## config.mk

```make
export PLATFORM = sky130hd
export DESIGN_NAME = systolic_matmul_engine
export DESIGN_NICKNAME = d
export VERILOG_FILES = /design/src/rtl/systolic_matmul_engine.sv
export SDC_FILE = /design/constraint.sdc
export NUM_CORES = 2
export LEC_CHECK = 0
export ABC_AREA = 1
export BUFFER_PORTS_ARGS = -buffer_cell sky130_fd_sc_hd__buf_2
export CAP_MARGIN = 20
export CORE_MARGIN = 4
export CORE_UTILIZATION = 45
export CTS_CLUSTER_DIAMETER = 80
export DETAILED_ROUTE_END_ITERATION = 12
export PLACE_DENSITY_LB_ADDON = 0.2
export RECOVER_POWER = 100
export SYNTH_ARGS = -nofsm -noshare
export SYNTH_HDL_FRONTEND = slang
export SYNTH_SLANG_ARGS = --single-unit
```

## constraint.sdc

```tcl
create_clock -name clk -period 6.15 [get_ports clk]
set_input_delay 1.23 -clock clk [delete_from_list [all_inputs] [get_ports clk]]
set_output_delay 1.23 -clock clk [all_outputs]
set_load 0.005 [all_outputs]
```

## src/rtl/systolic_matmul_engine.sv

```systemverilog
// systolic_matmul_engine
//   N x N output-stationary systolic array computing C = A x B on unsigned
//   operands. Operand beats (one column of A plus one row of B per beat) are
//   buffered, then fed into the array edges with the diagonal skew generated
//   here. Once the array has settled, result rows drain one per handshake.
//
// Ports
//   clk          clock, rising edge
//   rst          asynchronous reset, active low
//   in_valid     operand beat valid
//   in_ready     engine accepts an operand beat (LOAD only)
//   in_a_col     beat k: column k of A, element i at [i*DATA_WIDTH +: DATA_WIDTH]
//   in_b_row     beat k: row k of B, element j at [j*DATA_WIDTH +: DATA_WIDTH]
//   out_valid    result row valid
//   out_ready    sink accepts result row
//   out_row      row r of C, element j at [j*ACC_WIDTH +: ACC_WIDTH]
//   out_row_idx  index of the presented row (0 when out_valid is low)
//   out_last     high with out_valid on row N-1
//   busy         high in COMPUTE or DRAIN
//
// state   | meaning
// --------+------------------------------------------------------------
// LOAD    | accepting operand beats into the A/B buffers
// COMPUTE | feeding skewed operands through the array, then padding
// DRAIN   | presenting result rows 0..N-1 on the output stream

module systolic_matmul_engine #(
  parameter int DATA_WIDTH = 8,
  parameter int N          = 3,
  parameter int ACC_WIDTH  = 2*DATA_WIDTH + $clog2(N)
) (
  input  logic                    clk,
  input  logic                    rst,
  input  logic                    in_valid,
  output logic                    in_ready,
  input  logic [N*DATA_WIDTH-1:0] in_a_col,
  input  logic [N*DATA_WIDTH-1:0] in_b_row,
  output logic                    out_valid,
  input  logic                    out_ready,
  output logic [N*ACC_WIDTH-1:0]  out_row,
  output logic [$clog2(N)-1:0]    out_row_idx,
  output logic                    out_last,
  output logic                    busy
);

  localparam int IW = $clog2(N);
  localparam int TW = $clog2(3*N);
  // Last feed step that can still carry a non-zero operand pair into PE(N-1,N-1).
  localparam logic [TW-1:0] T_LAST_FEED = TW'(3*N-3);
  // Two padding steps after the last feed so out_valid rises 3N edges after
  // the final operand beat.
  localparam logic [TW-1:0] T_DONE      = TW'(3*N-1);
  localparam logic [IW-1:0] IDX_LAST    = IW'(N-1);

  typedef enum logic [1:0] {
    LOAD    = 2'd0,
    COMPUTE = 2'd1,
    DRAIN   = 2'd2
  } state_t;

  state_t          state, state_nxt;
  logic [IW-1:0]   load_cnt;
  logic [IW-1:0]   row_cnt;
  logic [TW-1:0]   feed_cnt;

  logic            beat_accept, last_beat, row_xfer, last_row;
  logic            acc_clr, acc_en;

  logic [DATA_WIDTH-1:0] a_buf [N][N];  // [beat k][row i]   = A[i][k]
  logic [DATA_WIDTH-1:0] b_buf [N][N];  // [beat k][column j] = B[k][j]

  logic [TW-1:0]         feed_off [N];
  logic                  feed_hit [N];
  logic [DATA_WIDTH-1:0] a_edge   [N];
  logic [DATA_WIDTH-1:0] b_edge   [N];

  // Inter-PE pipeline: a flows right (no register needed past the last
  // column), b flows down (none past the last row).
  logic [DATA_WIDTH-1:0] a_pe    [N][N-1];
  logic [DATA_WIDTH-1:0] b_pe    [N-1][N];
  logic [ACC_WIDTH-1:0]  acc_arr [N][N];

  // Handshakes are qualified by state directly so they do not loop through
  // the FSM's own output decode.
  assign beat_accept = in_valid && (state == LOAD);
  assign last_beat   = beat_accept && (load_cnt == IDX_LAST);
  assign row_xfer    = out_ready && (state == DRAIN);
  assign last_row    = row_xfer && (row_cnt == IDX_LAST);
  assign acc_clr     = last_beat;
  assign acc_en      = (state == COMPUTE) && (feed_cnt <= T_LAST_FEED);

  always_ff @(posedge clk or negedge rst) begin
    if (!rst) begin
      state <= LOAD;
    end else begin
      state <= state_nxt;
    end
  end

  always_comb begin
    state_nxt = state;
    in_ready  = 1'b0;
    out_valid = 1'b0;
    busy      = 1'b0;
    case (state)
      LOAD: begin
        in_ready = 1'b1;
        if (last_beat) state_nxt = COMPUTE;
      end
      COMPUTE: begin
        busy = 1'b1;
        if (feed_cnt == T_DONE) state_nxt = DRAIN;
      end
      DRAIN: begin
        busy      = 1'b1;
        out_valid = 1'b1;
        if (last_row) state_nxt = LOAD;
      end
      default: state_nxt = LOAD;
    endcase
  end

  always_ff @(posedge clk or negedge rst) begin
    if (!rst) begin
      load_cnt <= '0;
      feed_cnt <= '0;
      row_cnt  <= '0;
    end else begin
      case (state)
        LOAD: begin
          feed_cnt <= '0;
          if (beat_accept) begin
            load_cnt <= last_beat ? '0 : load_cnt + IW'(1);
          end
        end
        COMPUTE: begin
          feed_cnt <= (feed_cnt == T_DONE) ? '0 : feed_cnt + TW'(1);
        end
        DRAIN: begin
          if (row_xfer) begin
            row_cnt <= last_row ? '0 : row_cnt + IW'(1);
          end
        end
        default: begin
          load_cnt <= '0;
          feed_cnt <= '0;
          row_cnt  <= '0;
        end
      endcase
    end
  end

  always_ff @(posedge clk or negedge rst) begin
    if (!rst) begin
      for (int k = 0; k < N; k++) begin
        for (int e = 0; e < N; e++) begin
          a_buf[k][e] <= '0;
          b_buf[k][e] <= '0;
        end
      end
    end else if (beat_accept) begin
      for (int e = 0; e < N; e++) begin
        a_buf[load_cnt][e] <= in_a_col[e*DATA_WIDTH +: DATA_WIDTH];
        b_buf[load_cnt][e] <= in_b_row[e*DATA_WIDTH +: DATA_WIDTH];
      end
    end
  end

  // Edge skew: row i sees A[i][t-i], column j sees B[t-j][j]; both use the
  // same offset t-g, so one offset per edge lane serves both operands.
  for (genvar g = 0; g < N; g++) begin : g_edge
    assign feed_off[g] = feed_cnt - TW'(g);
    assign feed_hit[g] = (state == COMPUTE) && (feed_cnt >= TW'(g)) &&
                         (feed_off[g] < TW'(N));
    assign a_edge[g]   = feed_hit[g] ? a_buf[feed_off[g][IW-1:0]][g] : '0;
    assign b_edge[g]   = feed_hit[g] ? b_buf[feed_off[g][IW-1:0]][g] : '0;
  end

  for (genvar gi = 0; gi < N; gi++) begin : g_row
    for (genvar gj = 0; gj < N; gj++) begin : g_col
      logic [DATA_WIDTH-1:0]   a_src, b_src;
      logic [2*DATA_WIDTH-1:0] prod;
      logic [ACC_WIDTH-1:0]    acc_q;

      if (gj == 0) begin : g_a_from_edge
        assign a_src = a_edge[gi];
      end else begin : g_a_from_left
        assign a_src = a_pe[gi][gj-1];
      end

      if (gi == 0) begin : g_b_from_edge
        assign b_src = b_edge[gj];
      end else begin : g_b_from_above
        assign b_src = b_pe[gi-1][gj];
      end

      assign prod = {{DATA_WIDTH{1'b0}}, a_src} * {{DATA_WIDTH{1'b0}}, b_src};

      // Casting to ACC_WIDTH zero-extends, or wraps if the width is overridden small.
      always_ff @(posedge clk or negedge rst) begin
        if (!rst) begin
          acc_q <= '0;
        end else if (acc_clr) begin
          acc_q <= '0;
        end else if (acc_en) begin
          acc_q <= acc_q + ACC_WIDTH'(prod);
        end
      end
      assign acc_arr[gi][gj] = acc_q;

      if (gj < N-1) begin : g_a_reg
        logic [DATA_WIDTH-1:0] a_q;
        always_ff @(posedge clk or negedge rst) begin
          if (!rst) begin
            a_q <= '0;
          end else if (acc_clr) begin
            a_q <= '0;
          end else if (acc_en) begin
            a_q <= a_src;
          end
        end
        assign a_pe[gi][gj] = a_q;
      end

      if (gi < N-1) begin : g_b_reg
        logic [DATA_WIDTH-1:0] b_q;
        always_ff @(posedge clk or negedge rst) begin
          if (!rst) begin
            b_q <= '0;
          end else if (acc_clr) begin
            b_q <= '0;
          end else if (acc_en) begin
            b_q <= b_src;
          end
        end
        assign b_pe[gi][gj] = b_q;
      end
    end
  end

  // Accumulators are frozen in DRAIN, so the presented row holds under backpressure.
  always_comb begin
    out_row     = '0;
    out_row_idx = '0;
    out_last    = 1'b0;
    if (out_valid) begin
      out_row_idx = row_cnt;
      out_last    = (row_cnt == IDX_LAST);
      for (int j = 0; j < N; j++) begin
        out_row[j*ACC_WIDTH +: ACC_WIDTH] = acc_arr[row_cnt][j];
      end
    end
  end

endmodule

```

---- Yosys cells after proc, flatten, opt, wreduce, memory -nomap -nowiden ----
Cells that the tools add are included.
Widths: inputs -> output; s select.
operators by class
  multipliers ............................. 9
  bitwise logic cells ..................... 7
  mux-type cells .......................... 99
  $add $sub $neg .......................... 14
  order comparisons ....................... 13
  equal/unequal tests ..................... 10
  reduce and logical (&&, ||, !) cells .... 19
operator list
  operator             count
  $bwmux 72            6
  $mux 18              18
  $bmux 24 s2          6
  $mux 8               35
  $add 18x16->18       9
  $mux 54              3
  $demux 24 s2         3
  $mul 8x8->16         9
  $mux 24              5
  $bmux 54 s2          1
  $mux 16              5
  $mux 2               8
  $ge 3x3->1 const B   5
  $not 2->3            5
  $logic_and 1x1->1    12
  $lt 4x2->1 const B   3
  $ne 2x2->1 const B   5
  $ge 4x1->1 const B   2
  $pmux 2 s2           2
  $pmux 4 s2           1
  $eq 2x2->1 const B   3
  $pmux 2 s3           1
  $add 2x1->2 const B  2
  $add 4x1->4 const B  1
  15 further kinds     21
storage, ports and cells
  flip-flop bits (word level) ............. 412
  word-level logic and storage cells ...... 214
  input port bits ......................... 52
  output and inout bits ................... 60

---- Logic depth before layout (Yosys ltp) ----
  depth in word-level cells ............... 10
  mapped depth ............................ 33

---- Least setup slack after synthesis ----
Ideal clock, no wire load.
  path kind ............................... flip-flop to flip-flop
  start point ............................. reg feed_cnt[1]
  end point ............................... reg g_row[1].g_col[0].acc_q[17]
  path slack .............................. 0.865 ns
  data required time ...................... 6.033 ns
  buffers on the path ..................... 5
  arrival ................................. 5.168 ns
  cell stages (with the launch flop) ...... 33
  cell sequence ........................... dfrtp_1 > buf_4 > inv_2 > buf_6 > buf_2 > ha_1 > inv_1 > a21oi_1 > nor2_1 > nor2_1 > and2_1 > buf_4 > buf_12 > nand2_2 > inv_2 > nand2_1 > fa_1 > fa_1 > inv_1 > fa_1 > inv_1 > fa_1 > inv_1 > ha_1 > nand2_1 > nor2_1 > nand2_1 > nand3_1 > nand2_1 > nand2_1 > nand2_1 > nand3_1 > nand2_1
between the ends
  longest elaborated chain between the ends .. 10
  elaborated cells on any way between the ends .. 17
  those cells by class .................... add/sub (2); mul (1); order compare (3); mux (6); bitwise (1); reduce/logical (4)
ends and longest elaborated chain
  element                                      RTL line  text
  start: declaration                           64        logic [TW-1:0] feed_cnt;
  start signal: assignment                     137       feed_cnt <= (feed_cnt == T_DONE) ? '0 : feed_cnt + TW'(1);
  $sub 4x1->4                                  172       assign feed_off[g] = feed_cnt - TW'(g);
  $not 2->3 (not written as such)              175       assign a_edge[g] = feed_hit[g] ? a_buf[feed_off[g][IW-1:0]][g] : '0;
  $bmux 24 s2                                  175
  $mux 16 (not written as such) (2 in series)  175
  $mux 8                                       175
  $mul 8x8->16                                 197       assign prod = {{DATA_WIDTH{1'b0}}, a_src} * {{DATA_WIDTH{1'b0}}, b_src};
  $add 18x16->18                               206       acc_q <= acc_q + ACC_WIDTH'(prod);
  $mux 18                                      205       end else if (acc_en) begin
  $mux 18                                      203       end else if (acc_clr) begin
  end signal: assignment                       206
  end: declaration                             183       logic [ACC_WIDTH-1:0] acc_q;
Parallel ways exist; a longest one is shown, timed or not. The select of a mux whose other input is x is not followed.
A chain may end at the register's enable or synchronous reset.

---- Worst setup path after layout ----
  start point ............................. reg feed_cnt[0]
  end point ............................... reg g_row[0].g_col[0].acc_q[17]
between the ends
  longest elaborated chain between the ends .. 9
  elaborated cells on any way between the ends .. 20
  those cells by class .................... add/sub (1); mul (1); order compare (3); mux (10); bitwise (1); reduce/logical (4)
ends and longest elaborated chain
  element                                                 RTL line
  branches (longest 9 deep; another with $add 18x16->18)  --
  end signal: assignment                                  206
  end: declaration                                        183
Parallel ways; which one is timed is not known. The select of a mux whose other input is x is not followed.

==> flow_summary.toml <==
[route]
route.final.wire_length_mm = 121.6
drc = 0
vias_per_cell = 5.040
first_pass_iters = 5
wl_per_cell_um = 17.39
drtIter0Drc = 2570
via_count = 35248
route.antenna.remaining_nets = 0

[setup_path]
crit_path_top_delay_cell = "fa_1"
timing.critical_path.depth = 24
crit_path_max_incr_delay_ps = 510
timing.critical_path.from_type = "register"
regToRegSetupSlack_ps = 410
endpoint_kind = "register"
cp.required_ps = 6700
critPathMaxFanout = 35
ff2ff_path_depth = 24
criticalPathCategory = "reg2reg"
critical_path_arrival_ps = 6280
timing.critical_path.mode_cell = "nand2_1"
crit_chain = "inv_1, buf_4, buf_4, nor2_1, o31ai_1, nand2_1, inv_2, nand2_1, fa_1, inv_1, fa_1, inv_1, fa_1, inv_1, fa_1, ha_1, nand2_1, inv_1, nand2_1, nand2_1, a21oi_1, nand3_1, nand3_1, nand2_1"
critical_path.top_delay_family = "adder cells"
path_buf_inv = 8

[placed_design]
port_buffers = 111
hpwl_mm = 93.30
gp_routability_congestion = 0.9123
dp_cells = 6892

[synthesis]
synth_async_sr_flop_share = 1.000
synth_sequential_area_ratio = 0.2412
syn_area_mm2 = 0.04275
synth_edf_count = 0
synth_area_per_cell_um2 = 7.514
synthDistinctLibCells = 43
syn_nets = 6564
synthesis.instances = 5690
yosys_register_bits = 412
synth_flop_cell = "dfrtp_1"
total_number_of_yosys_warnings = 0

[global_routing]
wire_length_of_the_first_global_routing_pass_mm = 198.3
grt_max_degree = 184
antenna_found_initial = 2
vias_in_the_first_global_route = 35626
gr-usage-all-layers = 0.2516
grt-ovfl-total = 0

[run]
max_capacitance_violation_count = 10

[run_status]
outcome = "finished with violations"
violations = "max-capacitance violations, max-slew violations"

[timing]
final.setup_skew_ps = 60.63
timing.final.max_slew_violations = 788
tightestPinTransition_ps = 3987
totalNegativeSetupSlack_ps = 0
timing.final.crit_period_ps = 5736
relSlewSlack = -1.658
min_period_over_period = 0.9327
final-setup-viol-count = 0
final-hold-violation-count = 0
fmax_mhz = 174.3
grt_setup_unrepaired = "false"

[final_layout]
layout.area.seq_mm2 = 0.01031
layout_cells_excl_fill = 6993
diodes = 0
nets = 6568
fillers = 9293
final_layout_size_suffix_gt1_frac = 0.04321
layout.cells.most_common = "nand2_1"
flow.area_growth_from_synthesis_pct = 7.753
multi_input_comb_area_mm2 = 0.02625
most-common-layout-cells = "nand2_1, inv_1, fa_1, nor2_1, dfrtp_1"

[die]
placement_rows = 112
die_area_mm2 = 0.1000
core_mm2 = 0.09375
die_x_um = 316.2
initial_core_util = 0.4560
die_h_um = 316.2
pin_count = 112

[clock_tree]
cts_inserted_buffers = 53
cts-resized-gates = 0
clk_path_buf_depth = 3
tritoncts_num_sinks = 412
worst_skew_pair.late_latency_ps = 690
h-tree-depth = 2
ctsRootBufferMaster = "clkbuf_16"
clkSlewWorstSetupHoldPaths_ps = 60
number_of_buffers_inserted_to_repair_setup_after_cts = 0
clock_tree_from_tritoncts = "yes"
post_cts_hold_buffer_count = 0

[min_path]
whs_path_depth = 2
timing.hold.worst.class = "reg2reg"

[power_and_ir_drop]
leakage_nw = 26.35
power_density_mw_per_mm2 = 264.6
vdd_ir_drop_max_v = 0.0002669
==> layer usage <==
layer	global-route usage	vias up	wire length, um
met4	0.05538	4	2780
li1	-	17066	-
met2	0.3894	959	52890
met1	0.3670	17062	57150
met3	0.05065	157	8723
met5	0	-	27
==> state kept, by name, summed over array words and instances (netlist names) <==
signal                   count
g_row.g_col.acc_q          162
a_buf                       72
b_buf                       72
g_row.g_col.g_a_reg.a_q     48
g_row.g_col.g_b_reg.b_q     48
feed_cnt                     4
load_cnt                     2
row_cnt                      2
state                        2
==> cells by family (layout without fill, tap and decap cells) <==
| kind of cell | after synthesis | count (layout) | share of synthesized area |
|---|---|---|---|
| buf+inv | 1589 | 1638 | 0.1446 |
| xor+xnor | 18 | 18 | 0.003688 |
| fa+ha+maj | 822 | 822 | 0.3196 |
| compound gates | 644 | 644 | 0.08578 |
| flops | 412 | 412 | 0.2412 |
| simple gates | 2205 | 2205 | 0.2052 |
==> area by class of cell <==
class | instances | area share
flip-flops and latches | 412 | 0.2239
clock buffers | 71 | 0.03265
multi-input cells | 3689 | 0.5697
well taps | 1254 | 0.03406
clock inverters | 29 | 0.008583
inverters | 1385 | 0.1129
repair buffers | 153 | 0.01817
==> tightest hold or removal path, cell delays in order, from the launching register on <==
cell and delay (ps):
dfrtp_1 340, nand2_1 50, o21ai_0 50
==> through the flow <==
step	worst slack, ps	hold slack [ps]	utilization	area, um^2	total power, mW
after floorplan	864.8	447.8	-	42750	7.149
after global placement	521.5	461.7	0.4730	44340	8.713
after detailed placement	496.3	466.2	0.4730	44340	8.807
after CTS	485.1	454.3	0.4932	46240	12.28
after global routing	17.29	493.2	0.4914	46070	13.09
final	413.9	478.4	0.4914	46070	12.19
==> report_power, final <==
part | total, mW | internal [mW] | switching [mW]
Sequential | 4.01 | 3.46 | 0.547
Combinational | 4.76 | 1.45 | 3.31
Clock | 3.42 | 2.00 | 1.43
==> cell usage after synthesis (all sizes together) (2+ instances only) <==
master  number  area [um^2]
a21oi       92        471.7
a22o        35        306.5
buf         95        573.0
clkbuf     109        409.1
dfrtp      412        10310
fa         450         9009
ha         372         4654
inv       1384         5197
nand2     1537         5854
nand3      188        940.9
nand3b      18        135.1
nand4       19        118.9
nor2       429         1637
nor3         2        10.01
o21ai      397         1987
o22ai      101        638.1
o31ai       16        234.0
or2         10        62.56
xnor2        5        43.79
xor2        13        113.9
==> final timing paths <==
kind / to / start
max in group asynchronous: feed_cnt[1]$_DFFE_PN0N_ / rst
min reg2reg: b_buf[37]$_DFFE_PN0P_ / b_buf[37]$_DFFE_PN0P_
min in group asynchronous: g_row[1].g_col[0].g_b_reg.b_q[3]$_DFFE_PN0P_ / rst
max: g_row[0].g_col[0].acc_q[17]$_DFFE_PN0P_ / feed_cnt[0]$_DFFE_PN0N_
max reg2reg: g_row[0].g_col[0].acc_q[17]$_DFFE_PN0P_ / feed_cnt[0]$_DFFE_PN0N_
min: b_buf[37]$_DFFE_PN0P_ / b_buf[37]$_DFFE_PN0P_
Note: power is estimated with default switching activity, not from simulation.
